<file path="src/rtl/ps2_key_pkg.sv">
// Shared types, scan-code constants and tracked-key lookup
// for the PS/2 key sequencer.
package ps2_key_pkg;

  typedef enum logic [1:0] {
    ST_IDLE,
    ST_EXT,
    ST_BRK,
    ST_EXT_BRK
  } ps2_state_e;

  localparam logic [7:0] SC_EXT  = 8'hE0;
  localparam logic [7:0] SC_BRK  = 8'hF0;
  localparam logic [7:0] SC_OVR0 = 8'h00;
  localparam logic [7:0] SC_OVR1 = 8'hFF;

  localparam int NKEYS = 7;

  // Index i lives at [i*8 +: 8]: W A S D Space Enter Esc
  localparam logic [NKEYS*8-1:0] KEY_TAB = {
    8'h76, 8'h5A, 8'h29, 8'h23,
    8'h1B, 8'h1C, 8'h1D
  };

  typedef struct packed {
    logic       hit;
    logic [2:0] idx;
  } key_lut_t;

  function automatic key_lut_t key_lookup(
    input logic [7:0] code
  );
    key_lut_t r;
    r = '0;
    for (int i = 0; i < NKEYS; i++) begin
      if (KEY_TAB[i*8 +: 8] == code) begin
        r.hit = 1'b1;
        r.idx = 3'(i);
      end
    end
    return r;
  endfunction

  // Keyboard self-test / ack / resend / echo replies
  function automatic logic is_ctrl(
    input logic [7:0] code
  );
    return (code == 8'hAA) || (code == 8'hFA) ||
           (code == 8'hFE) || (code == 8'hEE);
  endfunction

endpackage

</file>
<file path="src/rtl/ps2_evt_slot.sv">
// One-entry event register with valid/ready and sticky overflow.
// gen_* loads an event; evt_* presents it until accepted.
module ps2_evt_slot #(
  parameter int KW = 3
) (
  input  logic          clk,
  input  logic          rst_n,
  input  logic          gen_i,
  input  logic [KW-1:0] gen_key_i,
  input  logic          gen_press_i,
  input  logic          evt_ready_i,
  input  logic          overflow_clr_i,
  output logic          evt_valid_o,
  output logic [KW-1:0] evt_key_o,
  output logic          evt_press_o,
  output logic          evt_overflow_o
);

  logic          valid_q;
  logic [KW-1:0] key_q;
  logic          press_q;
  logic          ovf_q;
  logic          free;
  logic          drop;

  // Slot can take a new event if empty or draining this cycle
  assign free = !valid_q || evt_ready_i;
  assign drop = gen_i && !free;

  always_ff @(posedge clk or negedge rst_n) begin
    if (!rst_n) begin
      valid_q <= 1'b0;
      key_q   <= '0;
      press_q <= 1'b0;
      ovf_q   <= 1'b0;
    end else begin
      if (gen_i && free) begin
        valid_q <= 1'b1;
        key_q   <= gen_key_i;
        press_q <= gen_press_i;
      end else if (valid_q && evt_ready_i) begin
        valid_q <= 1'b0;
      end
      if (drop) begin
        ovf_q <= 1'b1;
      end else if (overflow_clr_i) begin
        ovf_q <= 1'b0;
      end
    end
  end

  assign evt_valid_o    = valid_q;
  assign evt_key_o      = key_q;
  assign evt_press_o    = press_q;
  assign evt_overflow_o = ovf_q;

endmodule

</file>
<file path="src/rtl/ps2_key_sequencer.sv">
// PS/2 scan-code sequencer: decodes E0/F0 prefixes, tracks
// held keys and emits press/release events via ps2_evt_slot.
module ps2_key_sequencer
  import ps2_key_pkg::*;
#(
  parameter int  N              = 8,
  parameter int  TIMEOUT_CYCLES = 50000,
  localparam int KW             = $clog2(N-1),
  localparam int CW             = $clog2(TIMEOUT_CYCLES)
) (
  input  logic          clk,
  input  logic          rst_n,
  input  logic          scan_valid,
  input  logic [7:0]    scan_data,
  input  logic          scan_error,
  output logic [N-2:0]  key_pressed,
  output logic          evt_valid,
  input  logic          evt_ready,
  output logic [KW-1:0] evt_key,
  output logic          evt_press,
  output logic          evt_overflow,
  input  logic          overflow_clr
);

  localparam logic [CW-1:0] TO_MAX =
    CW'(TIMEOUT_CYCLES - 1);

  ps2_state_e    state_q, state_d;
  logic [CW-1:0] cnt_q, cnt_d;
  logic [N-2:0]  keys_q, keys_d;

  key_lut_t      lk;
  logic          hit;
  logic [KW-1:0] kidx;
  logic          ovr;
  logic          gen;
  logic          gen_press;

  assign lk   = key_lookup(scan_data);
  assign hit  = lk.hit && (int'(lk.idx) < N - 1);
  assign kidx = KW'(lk.idx);
  assign ovr  = (scan_data == SC_OVR0) ||
                (scan_data == SC_OVR1);

  always_comb begin
    state_d   = state_q;
    cnt_d     = cnt_q;
    keys_d    = keys_q;
    gen       = 1'b0;
    gen_press = 1'b0;
    if (scan_error) begin
      state_d = ST_IDLE;
      cnt_d   = '0;
    end else if (scan_valid) begin
      cnt_d = '0;
      if (ovr) begin
        keys_d  = '0;
        state_d = ST_IDLE;
      end else begin
        unique case (state_q)
          ST_IDLE: begin
            unique case (1'b1)
              (scan_data == SC_EXT):
                state_d = ST_EXT;
              (scan_data == SC_BRK):
                state_d = ST_BRK;
              default: begin
                if (!is_ctrl(scan_data) && hit &&
                    !keys_q[kidx]) begin
                  keys_d[kidx] = 1'b1;
                  gen          = 1'b1;
                  gen_press    = 1'b1;
                end
              end
            endcase
          end
          ST_EXT: begin
            state_d = (scan_data == SC_BRK) ?
                      ST_EXT_BRK : ST_IDLE;
          end
          ST_BRK: begin
            state_d = ST_IDLE;
            if (hit && keys_q[kidx]) begin
              keys_d[kidx] = 1'b0;
              gen          = 1'b1;
            end
          end
          ST_EXT_BRK: begin
            state_d = ST_IDLE;
          end
          default: state_d = ST_IDLE;
        endcase
      end
    end else if (state_q != ST_IDLE) begin
      // Abandon a prefix whose follow-up byte never came
      if (cnt_q == TO_MAX) begin
        state_d = ST_IDLE;
        cnt_d   = '0;
      end else begin
        cnt_d = cnt_q + 1'b1;
      end
    end else begin
      cnt_d = '0;
    end
  end

  always_ff @(posedge clk or negedge rst_n) begin
    if (!rst_n) begin
      state_q <= ST_IDLE;
      cnt_q   <= '0;
      keys_q  <= '0;
    end else begin
      state_q <= state_d;
      cnt_q   <= cnt_d;
      keys_q  <= keys_d;
    end
  end

  assign key_pressed = keys_q;

  ps2_evt_slot #(
    .KW(KW)
  ) u_slot (
    .clk           (clk),
    .rst_n         (rst_n),
    .gen_i         (gen),
    .gen_key_i     (kidx),
    .gen_press_i   (gen_press),
    .evt_ready_i   (evt_ready),
    .overflow_clr_i(overflow_clr),
    .evt_valid_o   (evt_valid),
    .evt_key_o     (evt_key),
    .evt_press_o   (evt_press),
    .evt_overflow_o(evt_overflow)
  );

endmodule

</file>
<file path="config.mk">
export PLATFORM = sky130hd
export DESIGN_NAME = ps2_key_sequencer
export DESIGN_NICKNAME = d
export VERILOG_FILES = /design/src/rtl/ps2_key_pkg.sv /design/src/rtl/ps2_evt_slot.sv /design/src/rtl/ps2_key_sequencer.sv
export SDC_FILE = /design/constraint.sdc
export NUM_CORES = 1
export LEC_CHECK = 0
export CAP_MARGIN = 5
export CORE_AREA = 2 2 59 61
export CTS_BUF_LIST = sky130_fd_sc_hd__clkbuf_4 sky130_fd_sc_hd__clkbuf_8
export CTS_CLUSTER_DIAMETER = 80
export CTS_CLUSTER_SIZE = 10
export DETAILED_ROUTE_END_ITERATION = 16
export DIE_AREA = 0 0 61 63
export PLACE_DENSITY = 0.92
export REMOVE_ABC_BUFFERS = 1
export SYNTH_ARGS = -nofsm -noshare
export SYNTH_HDL_FRONTEND = slang
export SYNTH_SLANG_ARGS = --single-unit
</file>
<file path="constraint.sdc">
create_clock -name clk -period 3.6 [get_ports clk]
set_clock_uncertainty 0.05 [all_clocks]
set_input_delay 0.54 -clock clk [delete_from_list [all_inputs] [get_ports clk]]
set_output_delay 0.54 -clock clk [all_outputs]
set_load 0.005 [all_outputs]
</file>
Yosys cells after proc, flatten, opt, wreduce, memory -nomap -nowiden. Cells that the tools add are included.

Register bits after elaboration: 31. RAM bits: 0. Latch bits: 0. Bits in read-only memories: 0. Memories: 0. Input bits: 14. Output and inout bits: 13.

Reductions and logical operators: 29. Shifts and indexed selects: 0. Equal/unequal tests: 22. Magnitude comparators: 3. Divide/modulo/power cells: 0. $mul: 0. Mux-type cells: 43. Bitwise logic cells: 4. Add/sub/neg operators: 1.

Operator list (number): 2-to-1 mux 16 bit (4); == test 8 bit, second input constant (7); 2-to-1 mux 4 bit (7); 2-to-1 mux 7 bit (4); == test 5 x 8 -> 1 bit, first input constant (3); adder 16 x 1 -> 16 bit, second input constant (1); == test 16 bit, second input constant (1); == test 6 x 8 -> 1 bit, first input constant (2); == test 7 x 8 -> 1 bit, first input constant (2); 2-to-1 mux 1 bit (16); case mux 7 bit (2 select lines) (1); 2-to-1 mux 2 bit (6); inequality test 3 bit, second input constant (3); nonzero test 3 bit (3); logical AND 1 bit (8); logical NOT 8 bit (1); AND 7 bit (1); inverter 7 bit (1); OR 7 bit (1); inequality test 6 bit, second input constant (1); case mux 2 bit (3 select lines) (1); AND reduction 6 bit (1); nonzero test 2 bit (3); logical OR 1 bit (5); other kinds (14) (19).

Logic depth before layout (Yosys ltp). Gate-level depths: netlist of the first run.

Depth after elaboration: 20. Depth in mapped cells: 8.

Modules after synthesis. A second synthesis of the first run with hierarchy kept.

Cells, all modules: 190. Area, all modules: 1824.2 um^2.

Modules (own cells, without submodules): ps2_key_sequencer (area an instance 1571.5 um^2, cells each 174, instances 1); ps2_evt_slot (area an instance 252.7 um^2, cells each 16, instances 1).

Worst setup path before layout of the first run. OpenSTA, ideal clock, no wires.

Path type: input to register. From: input port scan_data[7]. To: register u_slot.key_q[0] (netlist: u_slot.evt_key_o[0]). Data arrival time: 2.591 ns. Path slack: 0.834 ns. Cell stages on the path: 7. Library setup time: 0.125 ns. Required time: 3.425 ns. Path through: or4_4 > or4_1 > o221ai_1 > a211o_1 > buf_6 > mux2_4 > mux2_4.

Cells in the longest elaborated chain, start to end: 18. Elaborated cells between the ends (all ways): 44. Those cells by class: 1 x order compare; 14 x eq/ne; 16 x mux; 13 x reduce/logical.

Ends and longest elaborated chain: start: declaration (line ps2_key_sequencer.sv:14) `input logic [7:0] scan_data,`; == test 5 x 8 -> 1 bit (line ps2_key_pkg.sv:36) `if (KEY_TAB[i*8 +: 8] == code) begin`; 2-to-1 mux 4 bit (6 in series) (line ps2_key_pkg.sv:36); binary-select mux 1 bit (select 3 bit), or another cell as far along (line ps2_key_sequencer.sv:69, ps2_key_sequencer.sv:83); 2-to-1 mux 1 bit (implied by the code) or logical AND 1 bit (tied branches) (line ps2_key_sequencer.sv:69, ps2_key_sequencer.sv:83, ps2_key_sequencer.sv:40); logical NOT 1 bit or logical AND 1 bit (tied branches) (line ps2_key_sequencer.sv:69, ps2_key_sequencer.sv:68); logical AND 1 bit (line ps2_key_sequencer.sv:68) `if (!is_ctrl(scan_data) && hit &&`; 2-to-1 mux 1 bit (line ps2_key_sequencer.sv:68); 2-to-1 mux 1 bit (line ps2_key_sequencer.sv:62) `unique case (1'b1)`; case mux 1 bit (2 select lines) (line ps2_key_sequencer.sv:60) `unique case (state_q)`; 2-to-1 mux 1 bit (line ps2_key_sequencer.sv:56) `if (ovr) begin`; 2-to-1 mux 1 bit (line ps2_key_sequencer.sv:54) `end else if (scan_valid) begin`; 2-to-1 mux 1 bit (line ps2_key_sequencer.sv:51) `if (scan_error) begin`; logical AND 1 bit (line ps2_evt_slot.sv:37) `if (gen_i && free) begin`; end signal: assignment (line ps2_evt_slot.sv:39) `key_q <= gen_key_i;`; end: declaration (line ps2_evt_slot.sv:20) `logic [KW-1:0] key_q;`.

Several ways; a longest one is shown, not always the timed one. The select of a mux whose other input is x is not followed. A chain may end at the register's enable or synchronous reset.

Final worst setup path of the first run. Same ends and word-level chain as after synthesis.

==> results of run 1 <==
[cell type report]
| cell class | instances | share of cell area [%] |
|---|---|---|
| Clock inverter | 2 | 1.54 |
| Inverter | 5 | 0.827 |
| Tap cell | 46 | 2.54 |
| Sequential cell | 31 | 34.2 |
| Timing Repair Buffer | 32 | 13.5 |
| Multi-Input combinational cell | 152 | 45.2 |
| Clock buffer | 6 | 2.26 |
[routing by layer]
layer | track usage (%) | routed length (um)
met5 | 0 | 0
met4 | 10.6 | 51
met3 | 4.55 | 208
met2 | 37.6 | 1990
met1 | 28.1 | 1660
[worst max-delay path by stage]
stage,to,depth (start not counted),slack (ns)
final,u_slot.evt_key_o[0]$_DFFE_PN0P_,7,0.61
after global routing,key_pressed[6]$_DFFE_PN0P_,6,0.48
after CTS,u_slot.evt_key_o[0]$_DFFE_PN0P_,7,0.64
after detailed placement,u_slot.evt_key_o[2]$_DFFE_PN0P_,7,0.27
after global placement,u_slot.evt_key_o[0]$_DFFE_PN0P_,7,0.32
after floorplan,u_slot.evt_key_o[0]$_DFFE_PN0P_,6,0.79
[sequential cells by signal, summed over array words and instances, names as in the netlist]
signal / count
cnt_q: 16
key_pressed: 7
u_slot.evt_key_o: 3
state_q: 2
u_slot.evt_overflow_o: 1
u_slot.evt_press_o: 1
u_slot.evt_valid_o: 1
[cell usage in the layout (no fill, tap or decap), types with 4 or more instances in the layout]
master and count:
nand2b_1 6, buf_4 6, mux2_4 4, o211ai_1 6, or4_1 4, dfrtp_1 31
nand3_1 18, clkbuf_4 5, clkdlybuf4s50_1 26, nand3b_1 5, inv_1 5, nand2_1 17
xor2_1 8, nor2_1 21, nor3_1 6, nor4_1 4, xnor2_1 6, and3_1 5
[metrics by stage]
stage	area (um^2)	total power, uW	instances	util, %
after global routing	2270	819	274	70.2
after CTS	2270	786	274	70.2
after global placement	2180	501	266	67.5
final	2270	779	274	70.2
after detailed placement	2180	503	266	67.5
after floorplan	1820	433	188	-
[power groups by stage]
stage / Clock (uW) / Combinational [uW] / Sequential [uW]
after detailed placement: 0 / 122 / 380
after global routing: 311 / 134 / 375
after CTS: 290 / 122 / 373
after global placement: 0 / 121 / 380
final: 283 / 122 / 374
after floorplan: 0 / 54.2 / 378
[worst reg2reg max path: cells and delay by family, from the launching register on]
| kind | cells | cell delay (ns) |
|---|---|---|
| mux | 2 | 0.66 |
| simple gates | 1 | 0.61 |
| compound gates | 3 | 0.47 |
| flops | 1 | 0.41 |
[cell families (layout without fill, tap and decap cells)]
logic type	Yosys count	count (layout)	share of synthesized area, %
fa+ha+maj	1	1	0.679
simple gates	104	104	31.7
xor+xnor	14	14	6.66
flops	31	31	42.1
buf+inv	9	45	2.24
mux	5	5	3.80
compound gates	28	28	12.8
==> impl_results.md, run 1 <==
- Highest clock rate: ~330 MHz
- Die Y-Extent: around 63 um
- Ranking of synthesized cells by area: dfrtp_1, nand3_1, nor2_1
- Synth cell types: between 50 and 60
- DR iter-0 viols: approximately 110
- Least-Margin Pin Slew: around 1 ns
- Commonest cells post-synth: dfrtp_1, nor2_1, nand3_1
- Synth top area share: between 40% and 50%
- Final Cycle Share: between 80% and 90%
- Drt total wl: a little under 4000 um
- CP peak stage delay: 0.60 ns
- Ys flop type: dfrtp_1
- Flop pwr share: 48.0%
- Hold EP: cnt_q[0]$_DFF_PN0_
- Synth Cell Area: 0.00184 mm^2
- GPL Wtd Cong: between 0.9 and 1
- YS warnings: 0
- CP max stage cell: or4_4
- Vias in the first global route: roughly 1.5k
- Layout area overhead: 23.2%
- Final worst slack: 0.611 ns
- VDD IR max: between 200 and 300 uV
- R2r endpoint: u_slot.evt_key_o[0]$_DFFE_PN0P_
- Critical Path RT: roughly 3.8 ns
- Switching share of power: 24.5%
- H-tree depth: 2
- CTS tree: yes
- DRT Pass-1 Iters: 4
- Worst Hold Class: flip-flop to flip-flop
- Reg2reg start: key_pressed[1]$_DFFE_PN0P_
- First-pass GRT wire length: around 6600 um
- Worst Reg-to-Reg Cells: 6
- Vias: roughly 1.6k
- Max transition margin: approximately 33%
- Initial antenna violation count: 0
- Critical Path AT: 3.17 ns
- Leak: about 0.00094 uW
- Clock share of power: between 30% and 40%
- Share of layout cells above drive strength 1: a little under an eighth
- Drt drc: 0
- EDFF count, synth: 0
- Max FO, Critical Path: 5
- Root Driver: clkbuf_4
- Largest net degree at the start of global routing: 32
- Port bufs: 26
- Crit. Startpoint: scan_data[7]
- Pwr dens: 343 mW/mm^2
- Crit-path most repeated cell: mux2_4
- Net Sw Power: about 190 uW
- Post-detail-place hpwl: 2900 um
- Setup CP Type: input port to flip-flop
- Final setup fails: 0
- Max Cap Viol: 0
- Via/cell ratio: a little under 6
- Crit path buffers/inverters: 1
- Crit path cell chain: clkdlybuf4s50_1, or4_4, or4_1, o221ai_1, a211o_1, mux2_4, mux2_4
- Minimum setup slack after placement: 0.269 ns
- Core Box Area: 0.00323 mm^2
- Worst-path clk slew: ~0.1 ns
- Initial core utilization: a little under three fifths
- Gate power share: around 16%
- Antenna cells: 0
- Flop-to-flop setup slack: 1.29 ns
- Worst Min Path Start: cnt_q[0]$_DFF_PN0_
- DIE AREA: 0.00384 mm^2
- Yosys top cell by area: dfrtp_1
- Die width: approximately 60 um
- Io pins: 27
- Hold Slack: between 0.4 and 0.5 ns
- ANT nets after route: 0
- Overflow after GRT: 0
- Final Hold Vio Count: 0
- Int Power: slightly below 600 uW
- Clk sink count: 31
- GRT Total Usage: 22.9%
- CP endpoint kind: flip-flop
- Count leader, synth: dfrtp_1
- Cell Rows: 21
- Final setup TNS: 0 ns
- Setup bufs post-CTS: 0
- Startpoint Class: input port
- Hold path depth: 1
- Footprint of the multi-input gates: between 0.001 and 0.0015 mm^2
- Cts bufs inserted: 5
- Synthesized flop and latch total: 31
- Fin. max-slew vios: 0
- Wire per inst: 14.3 um
- Status: complete, no violations
- Top delay family on crit path: simple AND/OR/NAND/NOR gates
- Fraction of registers with async set/reset: 100%
- Syn Area/Cell: ~9.6 um^2
- Sequential fraction of the synthesis area: a little over two fifths
- Nets: 242
- RSZ-0062 raised after global routing: false
- Clk_lat worst skew: about 0.34 ns
- Clk buf depth: 2
- Min cycle time layout: between 2 and 3 ns
- Register area: 776 um^2
- Fillers: ~240
- Mapped Cells: between 150 and 200
- Cts repair resizes: 0
- Hold-fix buffers, CTS: 0
No activity file was read; power rests on OpenSTA's default activity.
==> run 2, diff against run 1 <==
--- a/config.mk
+++ b/config.mk
@@ -6,13 +6,13 @@
 export NUM_CORES = 1
 export LEC_CHECK = 0
 export CAP_MARGIN = 5
-export CORE_AREA = 2 2 59 61
+export CORE_AREA = 2 2 61 63
 export CTS_BUF_LIST = sky130_fd_sc_hd__clkbuf_4 sky130_fd_sc_hd__clkbuf_8
 export CTS_CLUSTER_DIAMETER = 80
 export CTS_CLUSTER_SIZE = 10
 export DETAILED_ROUTE_END_ITERATION = 16
-export DIE_AREA = 0 0 61 63
-export PLACE_DENSITY = 0.92
+export DIE_AREA = 0 0 63 65
+export PLACE_DENSITY = 0.87
 export REMOVE_ABC_BUFFERS = 1
 export SYNTH_ARGS = -nofsm -noshare
 export SYNTH_HDL_FRONTEND = slang
==> constraint.sdc (replaced) <==
create_clock -name clk -period 2.8 [get_ports clk]
set_clock_uncertainty 0.05 [all_clocks]
set_input_delay 0.42 -clock clk [delete_from_list [all_inputs] [get_ports clk]]
set_output_delay 0.42 -clock clk [all_outputs]
set_load 0.005 [all_outputs]
==> run 2 against run 1 <==
  * Wire length up 15%
  * Largest cell class unchanged
  * Largest power group unchanged
  * Worst hold slack worse by 0.037 ns
  * Critical path type unchanged
  * Combinational power up 44%
  * First-iteration DRC count up 3.5%
  * Global-route usage up 1.9 points
==> impl_results.md, run 2 (synthesis gave the netlist of run 1 again) <==
- GRT met1 Usage: 28.4% (was 28.1%)
- Startpoint Class: input port (unchanged)
- Dpl cells: 296 (was 266)
- Setup bufs post-CTS: 0 (unchanged)
- Max reg flops: 16 (unchanged)
- Critical Path AT: 2.91 ns (was 3.17 ns)
- Clk sink count: 31 (unchanged)
- First-pass GRT wire length: 7850 um (was 6560 um)
- DRT Pass-1 Iters: 4 (unchanged)
- Footprint of the multi-input gates: 0.00103 mm^2 (was 0.00102 mm^2)
- Final Hold Vio Count: 0 (unchanged)
- Cts bufs inserted: 5 (unchanged)
- Minimum setup slack after placement: -0.346 ns (was 0.269 ns)
- Vias in the first global route: 1757 (was 1548)
- Max Cap Viol: 0 (unchanged)
- CP peak stage delay: 0.48 ns (was 0.60 ns)
- Share of layout cells above drive strength 1: 21.9% (was 11.8%)
- Drt drc: 0 (unchanged)
- Via/cell ratio: 5.57 (was 5.89)
- Vias: 1692 (was 1613)
- Most common cell after layout, fill and taps aside: buf_4 (was dfrtp_1)
- Flop-to-flop setup slack: 0.47 ns (was 1.29 ns)
- Most frequent cells in the layout: buf_4, dfrtp_1, clkdlybuf4s50_1 (was dfrtp_1, clkdlybuf4s50_1, nor2_1)
- GR Layer Usage met3: 5.90% (was 4.55%)
- Initial core utilization: 52.7% (was 57.0%)
- Min cycle time layout: approximately 2.7 ns
- Top Usage Layer GRT: met2 (unchanged)
- Fillers: 290 (was 242)
- ANT nets after route: 0 (unchanged)
- CTS tree: yes (unchanged)
- Port bufs: 26 (unchanged)
- Final setup fails: 0 (unchanged)
- VDD IR max: 492 uV (was 278 uV)
- Die width: 63 um (was 61 um)
- Register area: 776 um^2 (unchanged)
- Cell Rows: 22 (was 21)
- Highest clock rate: approximately 370 MHz
- Crit path buffers/inverters: 2 (was 1)
- H-tree depth: 2 (unchanged)
- Final Cycle Share: 96.9%
- DR iter-0 viols: 118 (was 114)
- Hold-fix buffers, CTS: 0 (unchanged)
- Drt total wl: 4520 um (was 3920 um)
- GRT Total Usage: 24.8% (was 22.9%)
- Pwr dens: 411 mW/mm^2 (was 343 mW/mm^2)
- Crit path cell chain: clkdlybuf4s50_1, buf_4, or3_2, a211oi_2, nor4_1, a211o_1, mux2_4, mux2_4 (was clkdlybuf4s50_1, or4_4, or4_1, o221ai_1, a211o_1, mux2_4, mux2_4)
- Wire per inst: 14.9 um (was 14.3 um)
- Crit. Startpoint: scan_data[7] (unchanged)
- CP max stage cell: or3_2 (was or4_4)
- Top delay family on crit path: compound AO/OA/AOI/OAI gates (was simple AND/OR/NAND/NOR gates)
- Setup CP Type: input port to flip-flop (unchanged)
- Crit-path most repeated cell: mux2_4 (unchanged)
- Overflow after GRT: 0 (unchanged)
- Clk_lat worst skew: 0.35 ns (was 0.34 ns)
- Reg2reg start: key_pressed[1]$_DFFE_PN0P_ (unchanged)
- Status: complete, no violations (unchanged)
- Clk buf depth: 2 (unchanged)
- Initial antenna violation count: 0 (unchanged)
- Final setup TNS: 0 ns (unchanged)
- Final worst slack: 0.0857 ns (was 0.611 ns)
- Tot Pwr: 1020 uW (was 779 uW)
- GPL Wtd Cong: 1.02 (was 0.946)
- Antenna cells: 0 (unchanged)
- Core Box Area: 0.00350 mm^2 (was 0.00323 mm^2)
- Layout area overhead: 34.8% (was 23.2%)
- Worst-path clk slew: 0.11 ns (was 0.10 ns)
- CP endpoint kind: flip-flop (unchanged)
- Root Driver: clkbuf_4 (unchanged)
- DIE AREA: 0.00410 mm^2 (was 0.00384 mm^2)
- Post-detail-place hpwl: 3420 um (was 2900 um)
- Fin. max-slew vios: 0 (unchanged)
- Routing usage on met2: 44.0% (was 37.6%)
- Max FO, Critical Path: 4 (was 5)
- Cell Count, Final, Fillers Out: 304 (was 274)
- Least-Margin Pin Slew: 1.03 ns (was 1.00 ns)
- Largest net degree at the start of global routing: 32 (unchanged)
- RSZ-0062 raised after global routing: false (unchanged)
- Worst Hold Class: input port to asynchronous set/reset pin (was flip-flop to flip-flop)
- Critical Path RT: 3.00 ns (was 3.78 ns)
- Io pins: 27 (unchanged)
- Leak: 0.00107 uW (was 0.000941 uW)
- Die Y-Extent: 65 um (was 63 um)
- Nets: 270 (was 242)
- Top reg by flops: cnt_q (unchanged)
- Max transition margin: 31.1% (was 32.8%)
run 2: cell count changes in the layout (fill, tap and decap cells not counted), sizes merged:
cell,previous run,this run
buf,6,34
clkinv,1,2
clkbuf,6,5
run 2: what timing repair did:
action / CTS / global route
resized for setup: 0 / 2
endpoints found under the hold margin: 0 / 0
endpoints found under the setup margin: 0 / 3
run 2: final timing paths:
kind / end / cells past startpoint
setup / recovery: u_slot.evt_key_o[0]$_DFFE_PN0P_ / 8
min in group clk: cnt_q[0]$_DFF_PN0_ / 1
hold reg to reg: cnt_q[0]$_DFF_PN0_ / 1
hold / removal: key_pressed[4]$_DFFE_PN0P_ / 2
max in group asynchronous: cnt_q[1]$_DFF_PN0_ / 2
setup reg to reg: u_slot.evt_key_o[0]$_DFFE_PN0P_ / 6
run 2: layout make-up:
type / count / area share [%]
sequential: 31 / 31.3
tap: 48 / 2.42
multi-input combinational: 152 / 41.5
inverter: 5 / 0.756
timing repair buffer: 60 / 20.8
clock inverter: 3 / 1.76
clock buffer: 5 / 1.51
run 2: per-layer routing:
metal	up-vias	share of wire (%)
met5	-	0
met4	0	2.6
met3	14	4.4
met2	48	51
met1	794	42
li1	836	-
run 2: per-stage QoR:
step                      util [%]  instance area, um^2  hold slack (ns)
after floorplan                  -                 1820           0.0744
after global placement        68.5                 2390            0.389
after detailed placement      68.5                 2390            0.415
after CTS                     70.8                 2480            0.410
after global routing          71.0                 2480            0.438
final                         71.0                 2480            0.401
run 2: report_power, final:
group          internal [uW]  switching, uW
clock network            188            175
registers                463           16.9
logic                   93.5           83.0
total                    745            275
run 2: worst register-to-register path, cell delays in order (launching register included):
cell       delay (ns)
dfrtp_1          0.43
or4b_2           0.62
o31ai_1          0.11
o2bb2ai_1        0.16
a211o_1          0.22
mux2_4           0.35
mux2_4           0.30
==> run 3, diff against run 2 <==
--- a/config.mk
+++ b/config.mk
@@ -6,14 +6,12 @@
 export NUM_CORES = 1
 export LEC_CHECK = 0
 export CAP_MARGIN = 5
-export CORE_AREA = 2 2 61 63
+export CORE_AREA = 2 2 89 91
 export CTS_BUF_LIST = sky130_fd_sc_hd__clkbuf_4 sky130_fd_sc_hd__clkbuf_8
-export CTS_CLUSTER_DIAMETER = 80
 export CTS_CLUSTER_SIZE = 10
 export DETAILED_ROUTE_END_ITERATION = 16
-export DIE_AREA = 0 0 63 65
-export PLACE_DENSITY = 0.87
-export REMOVE_ABC_BUFFERS = 1
+export DIE_AREA = 0 0 91 93
+export PLACE_DENSITY = 0.5
 export SYNTH_ARGS = -nofsm -noshare
 export SYNTH_HDL_FRONTEND = slang
 export SYNTH_SLANG_ARGS = --single-unit
==> run 3 against run 2 <==
  * Sequential share of layout area shrank 1.9 points
  * First-iteration DRC count decreased by 20%
  * Die area grew 110%
  * Non-clock buffer count up 7
  * Fmax rose by 0.23%
  * Setup slack better by 0.0061 ns
  * Final cell count grew 20%
  * Combinational power rose by 14%
  * Via count grew 0.77%
  * Largest power group unchanged
  * Highest routed layer unchanged
==> impl_results.md, run 3 (synthesis gave the netlist of run 1 again) <==
- Worst Reg-to-Reg Cells: 6 (unchanged)
- Flop-to-flop setup slack: 0.49 ns (was 0.47 ns)
- H-tree depth: 2 (unchanged)
- Die width: 91 um (was 63 um)
- Cell Count, Final, Fillers Out: 365 (was 304)
- RSZ-0062 raised after global routing: true (was false)
- Clk sink count: 31 (unchanged)
- DRT Pass-1 Iters: 4 (unchanged)
- Cts bufs inserted: 5 (unchanged)
- Final setup fails: 0 (unchanged)
- Reg2reg start: key_pressed[1]$_DFFE_PN0P_ (unchanged)
- Cell Rows: 32 (was 22)
- Max reg flops: 16 (unchanged)
- Worst-path clk slew: 0.07 ns (was 0.11 ns)
- Hold path depth: 1
- DP Area: 0.00250 mm^2 (was 0.00239 mm^2)
- Minimum setup slack after placement: -0.387 ns (was -0.346 ns)
- Initial core utilization: 24.5% (was 52.7%)
- Hold-fix buffers, CTS: 0 (unchanged)
- Most common cell after layout, fill and taps aside: buf_4 (unchanged)
- Critical Path RT: 2.91 ns (was 3.00 ns)
- GPL Wtd Cong: 0.805 (was 1.02)
- Layout area overhead: 43.3% (was 34.8%)
- Critical Path AT: 2.82 ns (was 2.91 ns)
- R2r endpoint: u_slot.evt_key_o[0]$_DFFE_PN0P_ (unchanged)
- Post-route cell area: 0.00264 mm^2 (was 0.00248 mm^2)
- Initial antenna violation count: 0 (unchanged)
- Core Box Area: 0.00753 mm^2 (was 0.00350 mm^2)
- Antenna cells: 0 (unchanged)
- Io pins: 27 (unchanged)
- Highest clock rate: 369 MHz (was 368 MHz)
- Die Y-Extent: 93 um (was 65 um)
- Drt total wl: 4880 um (was 4520 um)
- Wire per inst: 13.4 um (was 14.9 um)
- Tot Pwr: 1040 uW (was 1020 uW)
- CTS tree: yes (unchanged)
- Fin. max-slew vios: 0 (unchanged)
- Largest net degree at the start of global routing: 32 (unchanged)
- Most frequent cells in the layout: buf_4, dfrtp_1, clkdlybuf4s50_1 (unchanged)
- Port bufs: 26 (unchanged)
- Worst Min Path Start: cnt_q[0]$_DFF_PN0_
- Vias in the first global route: 1712 (was 1757)
- Final Util: 35.1% (was 71.0%)
- Max transition margin: 64.5% (was 31.1%)
- Final Hold Vio Count: 0 (unchanged)
- Drt drc: 0 (unchanged)
- Dpl cells: 355 (was 296)
- Top reg by flops: cnt_q (unchanged)
- Leak: 0.00114 uW (was 0.00107 uW)
- GRT Total Usage: 12.1% (was 24.8%)
- Vias: 1705 (was 1692)
- Min cycle time layout: 2.71 ns (about the same)
- Final Cycle Share: 96.7% (was 96.9%)
- Overflow after GRT: 0 (unchanged)
- Max Cap Viol: 0 (unchanged)
- Final worst slack: 0.0918 ns (was 0.0857 ns)
- Clk_lat worst skew: 0.28 ns (was 0.35 ns)
- CP endpoint kind: flip-flop (unchanged)
- ANT nets after route: 0 (unchanged)
- Share of layout cells above drive strength 1: 24.3% (was 21.9%)
- Startpoint Class: input port (unchanged)
- Via/cell ratio: 4.67 (was 5.57)
- First-pass GRT wire length: 8420 um (was 7850 um)
- Post-detail-place hpwl: 3650 um (was 3420 um)
- Post-synth net total: approximately 210
- VDD IR max: 195 uV (was 492 uV)
- Hold EP: cnt_q[0]$_DFF_PN0_
- Worst Hold Class: flip-flop to flip-flop (was input port to asynchronous set/reset pin)
- Root Driver: clkbuf_8 (was clkbuf_4)
- Least-Margin Pin Slew: 0.529 ns (was 1.03 ns)
- Nets: 277 (was 270)
- Max FO, Critical Path: 5 (was 4)
- DR iter-0 viols: 94 (was 118)
- Status: complete, no violations (unchanged)
- Clk buf depth: 2 (unchanged)
- DIE AREA: 0.00846 mm^2 (was 0.00410 mm^2)
- Setup CP Type: input port to flip-flop (unchanged)
- Pwr dens: 393 mW/mm^2 (was 411 mW/mm^2)
run 3: critical path: stages:
cell and delay (ns):
dlygate4sd2_1 0.27, or4_4 0.56, buf_4 0.16, nor4_4 0.36
nor4_2 0.06, a211o_1 0.33, mux2_4 0.36, mux2_4 0.30
run 3: power by group:
part | switching (uW) | internal [uW] | total [uW]
Clock | 171 | 183 | 354
Sequential | 18.2 | 464 | 482
Combinational | 88.4 | 113 | 201
Total | 278 | 760 | 1040
run 3: cell type report:
type                    instances  area (um^2)
clock buffers                   6         76.3
clock inverters                 2         12.5
fillers                       801         4890
inverters                       5         18.8
multi-input cells             152         1050
flip-flops and latches         31          776
well taps                     102          128
repair buffers                 67          574
run 3: worst max-delay path by stage:
stage,startpoint,endpoint,slack (ns),depth (start not counted)
after floorplan,scan_data[7],u_slot.evt_key_o[0]$_DFFE_PN0P_,0.15,7
after global routing,scan_data[7],key_pressed[5]$_DFFE_PN0P_,-0.007,10
after global placement,scan_data[7],u_slot.evt_key_o[0]$_DFFE_PN0P_,-0.35,7
after CTS,scan_data[6],u_slot.evt_key_o[0]$_DFFE_PN0P_,0.01,7
after detailed placement,scan_data[7],u_slot.evt_key_o[0]$_DFFE_PN0P_,-0.39,7
final,scan_data[7],u_slot.evt_key_o[0]$_DFFE_PN0P_,0.09,8
run 3: metal layers:
layer  track usage [%]  wire length (um)
met1              16.6              2330
met2              20.1              2300
met3              3.14               240
met4              1.14                 4
met5                 0                 0
run 3: repair_timing:
action	4_1_cts	5_1_grt
pin swaps	2	6
resized for setup	2	7
endpoints found under the setup margin	6	10
buffers inserted	1	1
run 3: through the flow:
step	hold WS, ns	TNS, ns
6_report	0.399	0
2_1_floorplan	0.0744	0
4_1_cts	0.405	0
3_5_place_dp	0.396	-4.04
5_1_grt	0.419	-0.0140
3_3_place_gp	0.395	-3.71
